[src/rtl/rapid_pkg.sv]
// rapid_pkg: shared types, mul/div op codes and defaults for the execute stage
package rapid_pkg;

  typedef enum logic [1:0] {IDLE, RESULT, MD_BUSY} ex_pipe_state_t;

  typedef struct packed {
    logic       alu_imm;
    logic       alu_reg;
    logic       cond_branch;
    logic       uncond_branch;
    logic       load_upper_imm;
    logic       mem;
    logic       muldiv;
    logic [2:0] fcs_opcode;
    logic       iop;
  } control_s;

  localparam logic [2:0] MUL    = 3'd0;
  localparam logic [2:0] MULH   = 3'd1;
  localparam logic [2:0] MULHSU = 3'd2;
  localparam logic [2:0] MULHU  = 3'd3;
  localparam logic [2:0] DIV    = 3'd4;
  localparam logic [2:0] DIVU   = 3'd5;
  localparam logic [2:0] REM    = 3'd6;
  localparam logic [2:0] REMU   = 3'd7;

  function automatic control_s control_s_default();
    return '0;
  endfunction

endpackage

[src/rtl/md_iter_unit.sv]
// md_iter_unit: iterative shift-add multiplier / restoring divider, built only with RAPID_EX_MULDIV_EN
`ifdef RAPID_EX_MULDIV_EN
module md_iter_unit
  import rapid_pkg::*;
#(
  parameter int XLEN     = 32,
  parameter int MD_STEPS = 1
) (
  input  logic            i_clk,
  input  logic            i_reset,
  input  logic            start,
  input  logic            abort,
  input  logic [2:0]      op,
  input  logic [XLEN-1:0] a,
  input  logic [XLEN-1:0] b,
  output logic            done,
  output logic [XLEN-1:0] result
);
  localparam int K  = XLEN / MD_STEPS;
  localparam int CW = $clog2(K + 1);

  logic            busy, neg_q, neg_r, b_zero, sa, sb;
  logic [CW-1:0]   cnt;
  logic [2*XLEN-1:0] p, p_n, full;
  logic [XLEN-1:0] bm, a_r;
  logic [2:0]      op_r;

  assign sa   = (op == MULH || op == MULHSU || op == DIV || op == REM) && a[XLEN-1];
  assign sb   = (op == MULH || op == DIV || op == REM) && b[XLEN-1];
  assign done = busy && cnt == CW'(K);

  function automatic logic [2*XLEN-1:0] mul_step(input logic [2*XLEN-1:0] x, input logic [XLEN-1:0] m);
    logic [XLEN:0] t;
    t = {1'b0, x[2*XLEN-1:XLEN]} + (x[0] ? {1'b0, m} : '0);
    return {t, x[XLEN-1:1]};
  endfunction

  function automatic logic [2*XLEN-1:0] div_step(input logic [2*XLEN-1:0] x, input logic [XLEN-1:0] m);
    logic [XLEN:0] r;
    logic ge;
    r  = x[2*XLEN-1:XLEN-1];
    ge = r >= {1'b0, m};
    r  = ge ? r - {1'b0, m} : r;
    return {r[XLEN-1:0], x[XLEN-2:0], ge};
  endfunction

  // MD_STEPS iterations of the magnitude multiply/divide per clock
  always_comb begin
    p_n = p;
    for (int i = 0; i < MD_STEPS; i++) p_n = op_r[2] ? div_step(p_n, bm) : mul_step(p_n, bm);
  end

  // operands are reduced to magnitudes up front; signs are reapplied on the result
  always_ff @(posedge i_clk or posedge i_reset)
    if (i_reset) begin
      busy   <= 1'b0;
      cnt    <= '0;
      p      <= '0;
      bm     <= '0;
      a_r    <= '0;
      op_r   <= '0;
      neg_q  <= 1'b0;
      neg_r  <= 1'b0;
      b_zero <= 1'b0;
    end else if (abort) busy <= 1'b0;
    else if (start) begin
      busy   <= 1'b1;
      cnt    <= '0;
      p      <= {XLEN'(0), sa ? -a : a};
      bm     <= sb ? -b : b;
      a_r    <= a;
      op_r   <= op;
      neg_q  <= sa ^ sb;
      neg_r  <= sa;
      b_zero <= b == '0;
    end else if (done) busy <= 1'b0;
    else if (busy) begin
      p   <= p_n;
      cnt <= cnt + 1'b1;
    end

  // sign fix-up and the divide-by-zero results
  always_comb begin
    full   = neg_q ? -p : p;
    result = !op_r[2] ? (op_r[1:0] == 2'd0 ? full[XLEN-1:0] : full[2*XLEN-1:XLEN]) :
             b_zero ? (op_r[1] ? a_r : '1) :
             op_r[1] ? (neg_r ? -p[2*XLEN-1:XLEN] : p[2*XLEN-1:XLEN]) :
             (neg_q ? -p[XLEN-1:0] : p[XLEN-1:0]);
  end
endmodule
`endif

[src/rtl/execute_pipe_stage.sv]
// execute_pipe_stage: handshaked RV32I/M execute stage; RAPID_EX_MULDIV_EN enables the iterative mul/div unit
module execute_pipe_stage
  import rapid_pkg::*;
#(
  parameter int XLEN     = 32,
  parameter int PC_STEP  = 4,
  parameter int MD_STEPS = 1
) (
  input  logic            i_clk,
  input  logic            i_reset,
  input  logic            i_flush,
  input  logic            i_valid,
  output logic            o_ready,
  input  logic [XLEN-1:0] i_pc,
  input  control_s        i_control,
  input  logic [XLEN-1:0] i_rs1,
  input  logic [XLEN-1:0] i_rs2,
  input  logic [XLEN-1:0] i_imm,
  output logic            o_valid,
  input  logic            i_ready,
  output control_s        o_control,
  output logic [XLEN-1:0] o_rd_output,
  output logic [XLEN-1:0] o_rs2,
  output logic [XLEN-1:0] o_pc_ext,
  output logic            o_pc_load,
  output logic            o_illegal,
  output ex_pipe_state_t  o_state
);
  localparam int SW = $clog2(XLEN);
`ifdef RAPID_EX_MULDIV_EN
  localparam bit MD_EN = 1'b1;
`else
  localparam bit MD_EN = 1'b0;
`endif

  logic            accept, md_done, pc_load_n, illegal_n, taken;
  logic [XLEN-1:0] md_result, rd_n, pc_ext_n, step;

  assign o_ready   = !i_flush && (o_state == IDLE || (o_state == RESULT && i_ready));
  assign accept    = i_valid && o_ready;
  assign step      = XLEN'(PC_STEP);
  assign illegal_n = i_control.muldiv && !MD_EN;

`ifdef RAPID_EX_MULDIV_EN
  md_iter_unit #(.XLEN(XLEN), .MD_STEPS(MD_STEPS)) u_md (
    .i_clk  (i_clk),
    .i_reset(i_reset),
    .start  (accept && i_control.muldiv),
    .abort  (i_flush),
    .op     (i_control.fcs_opcode),
    .a      (i_rs1),
    .b      (i_rs2),
    .done   (md_done),
    .result (md_result)
  );
`else
  assign md_done   = 1'b0;
  assign md_result = '0;
`endif

  function automatic logic [XLEN-1:0] alu(input logic [2:0] f, input logic iop, sub,
                                          input logic [XLEN-1:0] a, b);
    logic [SW-1:0] sh;
    logic signed [XLEN-1:0] s;
    sh = b[SW-1:0];
    s  = $signed(a) >>> sh;
    case (f)
      3'd0:    alu = sub ? a - b : a + b;
      3'd1:    alu = a << sh;
      3'd2:    alu = XLEN'($signed(a) < $signed(b));
      3'd3:    alu = XLEN'(a < b);
      3'd4:    alu = a ^ b;
      3'd5:    alu = iop ? s : a >> sh;
      3'd6:    alu = a | b;
      default: alu = a & b;
    endcase
  endfunction

  // single-cycle result, redirect target and branch decision for the incoming op
  always_comb begin
    taken = i_control.fcs_opcode[2] ?
            ((i_control.fcs_opcode[1] ? i_rs1 < i_rs2 : $signed(i_rs1) < $signed(i_rs2)) ^ i_control.fcs_opcode[0]) :
            ((i_rs1 == i_rs2) ^ i_control.fcs_opcode[0]);
    rd_n      = '0;
    pc_ext_n  = i_pc + step;
    pc_load_n = 1'b0;
    if (i_control.muldiv) rd_n = '0;
    else if (i_control.alu_imm || i_control.alu_reg)
      rd_n = alu(i_control.fcs_opcode, i_control.iop, i_control.iop && i_control.alu_reg,
                 i_rs1, i_control.alu_imm ? i_imm : i_rs2);
    else if (i_control.cond_branch) begin
      pc_load_n = taken;
      pc_ext_n  = taken ? i_pc + i_imm : i_pc + step;
    end else if (i_control.uncond_branch) begin
      rd_n      = i_pc + step;
      pc_load_n = 1'b1;
      pc_ext_n  = i_control.iop ? (i_rs1 + i_imm) & ~XLEN'(1) : i_pc + i_imm;
    end else if (i_control.load_upper_imm) rd_n = (i_control.iop ? i_pc : '0) + (i_imm << 12);
    else if (i_control.mem) rd_n = i_rs1 + i_imm;
  end

  // stage FSM with registered outputs; flush wins over every transition
  always_ff @(posedge i_clk or posedge i_reset)
    if (i_reset) begin
      o_state     <= IDLE;
      o_valid     <= 1'b0;
      o_pc_load   <= 1'b0;
      o_illegal   <= 1'b0;
      o_rd_output <= '0;
      o_rs2       <= '0;
      o_pc_ext    <= '0;
      o_control   <= control_s_default();
    end else if (i_flush) begin
      o_state <= IDLE;
      o_valid <= 1'b0;
    end else if (accept) begin
      o_state     <= (MD_EN && i_control.muldiv) ? MD_BUSY : RESULT;
      o_valid     <= !(MD_EN && i_control.muldiv);
      o_control   <= i_control;
      o_rd_output <= rd_n;
      o_rs2       <= i_rs2;
      o_pc_ext    <= pc_ext_n;
      o_pc_load   <= pc_load_n;
      o_illegal   <= illegal_n;
    end else if (o_state == RESULT && i_ready) begin
      o_state <= IDLE;
      o_valid <= 1'b0;
    end else if (o_state == MD_BUSY && md_done) begin
      o_state     <= RESULT;
      o_valid     <= 1'b1;
      o_rd_output <= md_result;
    end
endmodule
[config.mk]
export PLATFORM = sky130hd
export DESIGN_NAME = execute_pipe_stage
export DESIGN_NICKNAME = d
export VERILOG_FILES = /design/src/rtl/rapid_pkg.sv /design/src/rtl/md_iter_unit.sv /design/src/rtl/execute_pipe_stage.sv
export SDC_FILE = /design/constraint.sdc
export NUM_CORES = 1
export LEC_CHECK = 0
export BUFFER_PORTS_ARGS = -buffer_cell sky130_fd_sc_hd__buf_2
export CAP_MARGIN = 30
export CORE_MARGIN = 2
export CORE_UTILIZATION = 25
export DETAILED_ROUTE_END_ITERATION = 10
export SYNTH_ARGS = -nofsm -noshare
export SYNTH_HDL_FRONTEND = slang
export SYNTH_SLANG_ARGS = --single-unit
export TNS_END_PERCENT = 30
[constraint.sdc]
create_clock -name i_clk -period 8.3 [get_ports i_clk]
set_clock_uncertainty 0.2 [all_clocks]
set_input_delay 1.66 -clock i_clk [delete_from_list [all_inputs] [get_ports i_clk]]
set_output_delay 1.66 -clock i_clk [all_outputs]
set_load 0.05 [all_outputs]
Word-level counts from Yosys, hierarchy flattened
Cells that the tools add are included.
W data, S select, Z words.
{ "classes": {"n_addsub": 6, "order_cmp": 4, "eq_ne": 8, "n_shift": 3, "mux": 29, "bitwise": 6, "n_reduce_logical": 11} }
{ "op_table": {"columns": ["op", "n"], "rows": [
  ["$mux W32", 16],
  ["$pmux W32 S7", 1],
  ["$add A32 B32 Y32", 4],
  ["$lt A32 B32 Y1", 4],
  ["$add A32 B3 Y32 const B", 1],
  ["$and A32 B32 Y32", 1],
  ["$eq A32 B32 Y1", 1],
  ["$or A32 B32 Y32", 1],
  ["$shl A32 B5 Y32", 1],
  ["$shr A32 B5 Y32", 1],
  ["$sshr A32 B5 Y32", 1],
  ["$sub A32 B32 Y32", 1],
  ["$xor A32 B32 Y32", 1],
  ["$eq A3 B3 Y1 const B", 3],
  ["$mux W1", 9],
  ["$eq A3 B2 Y1 const B", 2],
  ["$mux W2", 3],
  ["$logic_and A1 B1 Y1", 4],
  ["$eq A3 B1 Y1 const B", 1],
  ["$logic_not A3 Y1", 1],
  ["$reduce_bool A3 Y1", 1],
  ["$eq A2 B1 Y1 const B", 1],
  ["$logic_not A2 Y1", 1],
  ["$logic_or A1 B1 Y1", 2],
  ["other kinds (4)", 5]
]} }
{ "totals": {"ff_bits": 111, "in_bits": 144} }

Depth between registers and ports, before layout
{ "depth": {"depth_word": 8, "depth_mapped": 19, "ltp_nobuf": 15} }

Worst setup path after synthesis
OpenSTA, ideal clock, no wires.
{ "synth_timing": {"kind": "input-to-reg", "from": "input port i_control[10] (netlist name)", "to": "register o_rd_output[28]", "arrival_time_ns": 5.311, "slack_ns": 2.662, "stages": 15, "path_buffers": 3, "path_cell_list": "mux2i_4 > clkbuf_1 > buf_1 > clkbuf_1 > ha_1 > nor2b_1 > o211ai_1 > a21oi_1 > a2111oi_2 > o31ai_1 > a311o_1 > a21o_1 > mux2i_1 > a211oi_1 > a311o_1"} }
{ "synth_between": {"elab_chain_len": 6, "elab_cells_between_ends": 15, "cone_classes": "2 x add/sub; 3 x shift; 6 x mux; 3 x bitwise; 1 x reduce/logical"} }
{ "synth_rtl": {"columns": ["element", "line_no", "rtl"], "rows": [
  ["start, declared", "execute_pipe_stage.sv:15", "input control_s i_control,"],
  ["$mux W32", "execute_pipe_stage.sv:90", "i_rs1, i_control.alu_imm ? i_imm : i_rs2);"],
  ["$add A32 B32 Y32, or another cell as far along", "execute_pipe_stage.sv:68", "3'd0: alu = sub ? a - b : a + b;"],
  ["$mux W32 (on tied branches)", "execute_pipe_stage.sv:68, execute_pipe_stage.sv:73", null],
  ["$pmux W32 S7", "execute_pipe_stage.sv:67", "case (f)"],
  ["$mux W32 *", "execute_pipe_stage.sv:88", "else if (i_control.alu_imm || i_control.alu_reg)"],
  ["$mux W32 *", "execute_pipe_stage.sv:87", "if (i_control.muldiv) rd_n = '0;"],
  ["end signal, assigned", "execute_pipe_stage.sv:120", "o_rd_output <= rd_n;"],
  ["end signal, assigned", "execute_pipe_stage.sv:131", "o_rd_output <= md_result;"],
  ["end, declared", "execute_pipe_stage.sv:22", "output logic [XLEN-1:0] o_rd_output,"]
]} }
Every way passes the cells marked *; elsewhere a longest branch is shown, timed or not.
A chain may end at the register's enable or synchronous reset.

Final worst setup path
{ "layout_timing": {"from": "input port i_control[10] (netlist name)", "to": "register o_rd_output[31]"} }
Same word-level chain as after synthesis.

==> results.md <==
- Synth Instances: about 2,900
- Top_reg_cell synth: dfrtp_1
- Final wirelength: about 110 mm
- DR DRC count: 0
- Syn Nets: ~3,300
- Crit Path Max Fanout: between 60 and 70
- Cts bufs inserted: 9
- Most common cell after layout, fill and taps aside: nand2_1
- Initial antenna violation count: 5
- Core ar.: around 80,000 sq um
- Met3 GRT Util: 0.02755
- CP Cell Sequence: buf_2, buf_4, o21a_1, buf_4, inv_2, ha_1, a211oi_1, o21ai_0, o211a_1, nor3_1, o21ai_1, a41o_1, a41oi_1, a21oi_1, xnor2_1, o211ai_1
- First-pass GRT wire length: approximately 150 mm
- Simple-gate share of the synthesized area: 0.2050
- Commonest cells after routing, fill and taps aside: 333 x nand2_1, 256 x a21oi_1, 256 x buf_2
- Worst R2R End: o_rd_output[5]$_DFFE_PP0P_
- Max_cap viols: 0
- Crit path capture type: register
- Synth cell types: 95
- Via-to-Cell Ratio: 5.850
- Width of the die: around 290 um
- RR Startpoint: o_state[0]$_DFFE_PP0P_
- Int Pwr: between 0.001 and 0.0015 W
- Io pins: between 200 and 300
- EDFF count, synth: 0
- Layout filler cell count: between 9,000 and 10,000
- Largest family of logic cells by synthesized area: compound AO/OA/AOI/OAI gates
- Worst Reg-to-Reg Cells: 9
- Sink Count: 109
- Area of the multi-input gates: about 17,000 sq um
- GR Util met2: 0.3862
- Max transition margin: 0.3597
- Reg clk slew, reported paths: 0.10 ns
- Most used cell, CP: buf_4
- Power Density: ~140 nW/um^2
- Hold worst-path end: o_control[3]$_DFFE_PP0P_
- TritonRoute pass-1 iters: 8
- Post-synthesis adder-cell area fraction: 0.1420
- DR WL/cell: approximately 26 um
- Compound-gate portion of the synthesized area: 0.3250
- Peak supply drop: about 0.11 mV
- Seq/Total Area, Yosys: 0.1317
- Vias in the first global route: 22,160
- Sum Neg Setup Slack: 0 ns
- XOR/XNOR Fraction of Synth Area: 0.05413
- CTS Hold Bufs: 0
- Total grt overflow: 0
- Hold path depth: 2
- GRT Total Usage: 0.2388
- Slowest stage cell, crit path: buf_4
- Post-route setup slack: between 2 and 2.5 ns
- Internal reg-to-reg setup slack: 4.99 ns
- Setup Crit Path Kind: in -> reg
- Busiest grt layer: met2
- Mean Syn Cell Area: between 7 and 8 sq um
- Asr flop ratio synth: 1.000
- Met1 Track Usage GR: 0.3257
- P_sw: 0.001735 W
- Total power: approximately 0.0032 W
- Post-synthesis instance area: 20,710 sq um
- Via count: 23,930
- Leak: approximately 10 nW
- Combinational power share: 0.626
- Register area: between 2000 and 3000 sq um
- Sequential Power Share: 0.213
- Rows: 105
- Die span in y: slightly below 300 um
- Status: completed
- Fin nets: between 3,000 and 4,000
- Share of layout cells above drive strength 1: 0.1302
- Proportion of synthesized area in mux cells: 0.07630
- Min-delay worst type: reg -> reg
- Crit path largest cell delay: ~0.6 ns
- Clk pwr share: 0.161
- CP startpoint kind: input pin
- Final Hold Vio Count: 0
- CTS resizes: 0
- CTS Buffer Depth: 2
- Port Buffer Count: 255
- Buf/Inv on CP: 4
- Min Tclk post-route: 6.134 ns
- Yosys Warn Count: 0
- CTS Root Buffer Type: clkbuf_16
- Initial core utilization: 0.2523
- Layout area overhead: 12.33%
- Delay-heaviest family, CP: compound AO/OA/AOI/OAI gates
- Iteration-0 DRC Markers: between 2,000 and 3,000
- Net Sw Frac: 0.5455
- Largest net degree at the start of global routing: 72
- Latest clock arrival within the worst-skew pair: 0.41 ns
- Worst endpoint required time: approximately 8.4 ns
- Max Slew Vio Count: 0
- Hold_sp: o_control[3]$_DFFE_PP0P_
- Slew @ Worst Pin: roughly 0.95 ns
- Max Fclk: between 150 and 200 MHz
- Post-CTS setup buffer count: 0
- Final Setup Violations: 0
- Crit share post-route: 0.7390
- Unrepaired setup endpoints after global routing: false
- Die area: approximately 85,000 sq um
- Pre-CTS worst setup slack: 1.942 ns
- Final ANT Viol Nets: 0
- Seq cells post-synth: 109
- Critical path data arrival time: between 6 and 7 ns
- CTS tree: yes
- HPWL Detailed: approximately 83 mm
- Gpl congestion: roughly 1.0
- Max H-tree Level: 3
kinds of logic (layout without fill, tap and decap cells):
| logic type | count (synthesis) | in the layout |
|---|---|---|
| AO/OA/AOI/OAI | 1019 | 1019 |
| XOR/XNOR | 128 | 128 |
| adder cells (fa/ha/maj) | 232 | 232 |
| buffers and inverters | 335 | 477 |
| flip-flops | 109 | 109 |
| multiplexers | 132 | 132 |
| other | 1 | 3 |
| AND/OR/NAND/NOR | 921 | 921 |
worst max-delay path by stage:
| stage | startpoint | to | slack [ns] | depth (start not counted) |
|---|---|---|---|---|
| floorplan | i_control[10] | o_rd_output[28]$_DFFE_PP0P_ | 2.66 | 15 |
| global placement | i_rs1[31] | o_pc_ext[24]$_DFFE_PP0P_ | 1.61 | 11 |
| detailed placement | i_control[10] | o_rd_output[31]$_DFFE_PP0P_ | 1.94 | 16 |
| CTS | i_control[10] | o_rd_output[31]$_DFFE_PP0P_ | 2.35 | 16 |
| global route | i_control[10] | o_rd_output[31]$_DFFE_PP0P_ | 1.95 | 16 |
| finish | i_control[10] | o_rd_output[31]$_DFFE_PP0P_ | 2.17 | 16 |
Yosys cell counts (all sizes together) (48+ instances only):
cell type,number,area [sq um]
mux2i,107,1096
o21ai,235,1180
inv,161,606.8
o21a,51,382.9
nand2,334,1254
xnor2,77,674.4
clkbuf,110,412.9
dfrtp,109,2728
nor2,232,870.8
nor3,57,285.3
buf,62,334.1
ha,227,2840
xor2,51,446.7
nand3,75,375.4
a21oi,257,1290
a21o,48,360.4
cell type report:
cell class / instances / share of cell area
Multi-Input combinational cell: 2433 / 0.7162
Inverter: 163 / 0.02662
Sequential cell: 109 / 0.1172
Antenna cell: 2 / 0.0002151
Tap cell: 1070 / 0.05754
Clock inverter: 7 / 0.003711
Timing Repair Buffer: 298 / 0.06878
Clock buffer: 9 / 0.009680
layer usage:
metal  share of wire  up-vias
met2            0.45     1361
met4           0.039        8
li1                -    10870
met5         0.00044        -
met1            0.42    11470
met3           0.088      226
power groups by stage:
stage          Sequential, W  Combinational (W)  Clock [W]
2_1_floorplan       0.000940            0.00108          0
3_3_place_gp        0.000687            0.00195          0
3_5_place_dp        0.000687            0.00194          0
4_1_cts             0.000677            0.00195   0.000522
5_1_grt             0.000685            0.00212   0.000535
6_report            0.000677            0.00199   0.000513
worst min-delay path, delay by kind of cell (launching register included):
family	cells	cell delay, ns
and+or+nand+nor	2	0.10
DFF	1	0.35
flip-flops by register name, summed over array words and instances (netlist names):
register and cells:
o_state 1, o_illegal 1, o_rs2 32, o_pc_ext 32
o_pc_load 1, o_control 10, o_rd_output 32
metrics by stage:
stage	hold slack, ns	utilization	cell area (sq um)	std cells
after global routing	0.3126	0.2833	23260	4089
final	0.2805	0.2834	23270	4091
after floorplan	0.5445	-	20710	2877
after global placement	0.2578	0.2792	22930	4070
after detailed placement	0.2604	0.2795	22950	4073
after CTS	0.2855	0.2833	23260	4089
(Power assumes the default switching activity.)
